File: src/rtl/tx_pkg.sv
// Shared types and constants for the UART transmitter control path.
package tx_pkg;

  typedef enum logic [2:0] {
    ST_IDLE   = 3'd0,
    ST_START  = 3'd1,
    ST_DATA   = 3'd2,
    ST_PARITY = 3'd3,
    ST_STOP   = 3'd4
  } tx_state_t;

  localparam logic [1:0] MUX_START = 2'b00;
  localparam logic [1:0] MUX_STOP  = 2'b01;
  localparam logic [1:0] MUX_DATA  = 2'b10;
  localparam logic [1:0] MUX_PAR   = 2'b11;

  // Counter width for a data field of n bits; never narrower than one bit.
  function automatic int cnt_width(input int n);
    return (n > 1) ? $clog2(n) : 1;
  endfunction

endpackage

File: src/rtl/tx_bit_cnt.sv
// Data-bit counter for tx_fsm: runs while enabled, clears otherwise, flags the last bit.
module tx_bit_cnt
  import tx_pkg::*;
#(
  parameter int data_width = 8
) (
  input  logic clk,
  input  logic rst,
  input  logic cnt_en,
  output logic cnt_last
);

  localparam int CNT_W = cnt_width(data_width);

  logic [CNT_W-1:0] cnt_p0;

  // Holding at zero outside DATA means entry into DATA always starts from zero.
  always_ff @(posedge clk or posedge rst) begin
    if (rst) begin
      cnt_p0 <= '0;
    end else if (cnt_en) begin
      cnt_p0 <= cnt_p0 + 1'b1;
    end else begin
      cnt_p0 <= '0;
    end
  end

  assign cnt_last = (cnt_p0 == CNT_W'(data_width - 1));

endmodule

File: src/rtl/tx_fsm.sv
// UART transmit frame sequencer (start, data, optional parity, stop), Moore outputs.
// Define TX_FSM_INT_BIT_CNT_EN to end DATA on an internal bit count as well as ser_done.
module tx_fsm
  import tx_pkg::*;
#(
  parameter int data_width = 8
) (
  input  logic       clk,
  input  logic       rst,
  input  logic       data_valid,
  input  logic       ser_done,
  input  logic       par_en,
  output logic [1:0] mux_sel,
  output logic       busy,
  output logic       ser_en
);

  tx_state_t state_p0;
  tx_state_t state_nxt;
  logic      data_exit;

  if (data_width < 1) begin : g_bad_width
    $error("tx_fsm: data_width must be at least 1");
  end

`ifdef TX_FSM_INT_BIT_CNT_EN
  logic cnt_last;

  tx_bit_cnt #(
    .data_width(data_width)
  ) u_bit_cnt (
    .clk     (clk),
    .rst     (rst),
    .cnt_en  (state_p0 == ST_DATA),
    .cnt_last(cnt_last)
  );

  assign data_exit = ser_done | cnt_last;
`else
  assign data_exit = ser_done;
`endif

  always_ff @(posedge clk or posedge rst) begin
    if (rst) begin
      state_p0 <= ST_IDLE;
    end else begin
      state_p0 <= state_nxt;
    end
  end

  always_comb begin
    state_nxt = state_p0;
    unique case (state_p0)
      ST_IDLE:   if (data_valid) state_nxt = ST_START;
      ST_START:  state_nxt = ST_DATA;
      ST_DATA:   if (data_exit) state_nxt = par_en ? ST_PARITY : ST_STOP;
      ST_PARITY: state_nxt = ST_STOP;
      ST_STOP:   state_nxt = data_valid ? ST_START : ST_IDLE;
      default:   state_nxt = ST_IDLE;
    endcase
  end

  // Outputs decode the state register alone; unused encodings look idle.
  always_comb begin
    mux_sel = MUX_STOP;
    busy    = 1'b0;
    ser_en  = 1'b0;
    unique case (state_p0)
      ST_IDLE: begin
        mux_sel = MUX_STOP;
      end
      ST_START: begin
        mux_sel = MUX_START;
        busy    = 1'b1;
      end
      ST_DATA: begin
        mux_sel = MUX_DATA;
        busy    = 1'b1;
        ser_en  = 1'b1;
      end
      ST_PARITY: begin
        mux_sel = MUX_PAR;
        busy    = 1'b1;
      end
      ST_STOP: begin
        mux_sel = MUX_STOP;
        busy    = 1'b1;
      end
      default: begin
        mux_sel = MUX_STOP;
      end
    endcase
  end

endmodule

File: config.mk
export PLATFORM = sky130hd
export DESIGN_NAME = tx_fsm
export DESIGN_NICKNAME = d
export VERILOG_FILES = /design/src/rtl/tx_pkg.sv /design/src/rtl/tx_bit_cnt.sv /design/src/rtl/tx_fsm.sv
export SDC_FILE = /design/constraint.sdc
export NUM_CORES = 1
export LEC_CHECK = 0
export ABC_CLOCK_PERIOD_IN_PS = 1280
export BUFFER_PORTS_ARGS = -buffer_cell sky130_fd_sc_hd__buf_2
export CAP_MARGIN = 40
export CORE_AREA = 2 2 39 41
export CTS_BUF_LIST = sky130_fd_sc_hd__clkbuf_8
export DETAILED_ROUTE_END_ITERATION = 10
export DIE_AREA = 0 0 41 43
export GPL_ROUTABILITY_DRIVEN = 0
export PLACE_DENSITY_LB_ADDON = 0.08
export SLEW_MARGIN = 5
export SYNTH_ARGS = -nofsm -noshare
export SYNTH_HDL_FRONTEND = slang
export SYNTH_SLANG_ARGS = --single-unit
File: constraint.sdc
create_clock -name clk -period 1.28 [get_ports clk]
set_input_delay 0.256 -clock clk [delete_from_list [all_inputs] [get_ports clk]]
set_output_delay 0.256 -clock clk [all_outputs]
set_load 0.01 [all_outputs]
==> metrics.txt <==
Crit Path Category register to output port; dpl ws 0.09205 ns; most common cell after layout, fill and taps aside buf_2; Final nets 38; worst hold path type input port to register; cell family with most CP delay flip-flops; Pleak 0.1548 nW; simple-gate share of the synthesized area 28.99%; drt first pass iters 2; area grow syn2layout 71.01%; CTS tree done; Die Area 1763 um2; startpoint type of the worst setup path register; GR Overflow Total 0; WHS Endpoint state_p0[0]; failing checks negative setup slack; Initial Utilization 12.48%; Setup crit end kind output port; total wire length 398 um; Final Skew 0.001795 ns; worst path cell trace or2b_1 > a21o_1 > buf_2; # port buffers 8; worst path bufs/invs 1; DRC errors left 0; total of warnings raised by yosys 0; clock insertion delay at the later pin of the skew report 0.21 ns; clk slew on worst S/H paths 0.03 ns; core area 1384 um2; vias per cell 3.438; Worst slew margin 83.95%; Largest Register state_p0; antenna-violating nets left 0; Setup Buffers After CTS 0; status complete, but fails checks; Adder-Cell Fraction of Synth Area 0%; Initial DRC Count 1; max reg flops 3; CTS-repair resized insts 0; most frequent cells in the layout 8 x buf_2, 3 x nand2b_1, 3 x inv_1, 3 x clkbuf_8, 3 x dfrtp_1; Final Hold Vio Count 0; max cap viols 0; Post-Syn Area 172.7 um2; # setup viols final 3; RR Startpoint state_p0[2]; XOR/XNOR Fraction of Synth Area 5.072%; largest net degree at the start of global routing 7; top cell type by total area after synthesis dfrtp_1; Crit path required time 1.02 ns; hold wc startpoint data_valid; final critical-path share of the clock period 107.5%; GRT Util Overall 6.143%; clock sink total 3; H-tree levels 1; post-synthesis compound-gate area fraction 18.12%; power density over the cells 2492 nW/um2; setup TNS -0.1145 ns; Peak VDD IR 0.5471 mV; register area share after synthesis 43.48%; Synth Register Bits 3; Final HPWL DP 321.7 um; share of layout cells above drive strength 1 40.63%; Die H 43 um; minimum clock period 1.376 ns; RSZ-0062 raised after global routing true; crit path DAT 1.12 ns; max-slew violations 0; mean post-synth cell area 9.593 um2; reg2reg end state_p0[1]; portion of netlist area occupied by mux cells 0%; final instance area 295.3 um2; synth unique cells 12; Hold Crit Depth 3; via count 165; Reg2Reg Setup Slack 0.32 ns; Max clock buf depth 2; FF-to-FF path depth 2; first-pass GRT wire length 655 um; Largest regs state_p0 (3); post-layout util 21.34%; Std-Cell Rows 14; largest family of logic cells by synthesized area simple AND/OR/NAND/NOR gates; Gate Count Post-Synth 18; placed inst area 240.2 um2; Antenna Cells 0; Final WS setup -0.09610 ns; syn_nets 23; clock root cell clkbuf_8; area share of the largest cell type after synthesis 43.48%; initial antenna violation count 0; Area contributors post-synth dfrtp_1 43%, nand2b_1 11%, o21ba_2 5.8%; WL per Instance 8.292 um; CP Max Fanout 6; Worst-Margin Slew 0.2400 ns; CP max stage delay 0.39 ns; TritonCTS Buffers 3; Max Freq 726.7 MHz; Slowest-stage cell, CP dfrtp_1; vias in the first global route 172; Die W 41 um; I/O Pins 9; Hold WS 0.3025 ns
[through the flow]
step / instances / total power, mW
global route: 48 / 0.7898
CTS: 48 / 0.7559
detailed placement: 43 / 0.4792
floorplan: 18 / 0.3540
global placement: 43 / 0.4833
finish: 48 / 0.7359
[synth_stat cells, drive strengths merged]
| library cell | number |
|---|---|
| nor2 | 2 |
| and2b | 1 |
| or2b | 1 |
| o21ba | 1 |
| dfrtp | 3 |
| o32ai | 1 |
| nand2b | 3 |
| inv | 2 |
| a21o | 1 |
| a21oi | 1 |
| nand4b | 1 |
| xnor2 | 1 |
[metal layers]
metal / part of all wire (%) / track usage (%) / vias to the layer above / routed length, um
li1: - / - / 88 / -
met1: 43 / 6.169 / 72 / 172
met2: 48 / 7.500 / 5 / 190
met3: 8.8 / 3.141 / 0 / 35
met4: 0 / 8.000 / 0 / 0
met5: 0 / 0 / - / 0
[worst max-delay path by stage]
stage | slack [ns] | to | depth (start not counted) | start
after CTS | -0.12 | mux_sel[0] | 3 | state_p0[1]
after global routing | -0.15 | mux_sel[0] | 3 | state_p0[1]
final | -0.1 | mux_sel[0] | 3 | state_p0[1]
after global placement | 0.1 | mux_sel[0] | 3 | state_p0[1]
after floorplan | 0.20 | mux_sel[0] | 2 | state_p0[0]
after detailed placement | 0.09 | mux_sel[0] | 3 | state_p0[1]
[tightest hold or removal path: stages]
cell,delay (ns)
buf_2,0.09
nand2b_1,0.06
a21oi_1,0.06
[timing repair]
| action | in CTS | in global routing |
|---|---|---|
| setup endpoints to repair | 3 | 4 |
| endpoints found under the hold margin | 3 | 0 |
| hold buffers | 1 | 0 |
| pin swaps | 1 | 0 |
[cells by family after synthesis]
logic type,after synthesis
and+or+nand+nor,8
buffers and inverters,2
xor gates and xnor gates,1
AOI/OAI and AO/OA,4
DFF,3
[power breakdown]
part           switching [mW]  leakage, nW  internal (mW)  total (mW)
logic                   0.139       0.0890          0.162       0.300
clock network          0.0614       0.0269          0.204       0.265
registers              0.0394       0.0389          0.130       0.170
total                   0.239        0.155          0.497       0.736
[layout make-up]
class	count	area, um2
clock buffers	3	41.29
clock inverters	1	3.754
fillers	161	1089
inverters	2	7.507
multi-input cells	13	90.09
flip-flops and latches	3	75.07
well taps	16	20.02
repair buffers	10	57.56
Power figures use the tool's default switching activity.
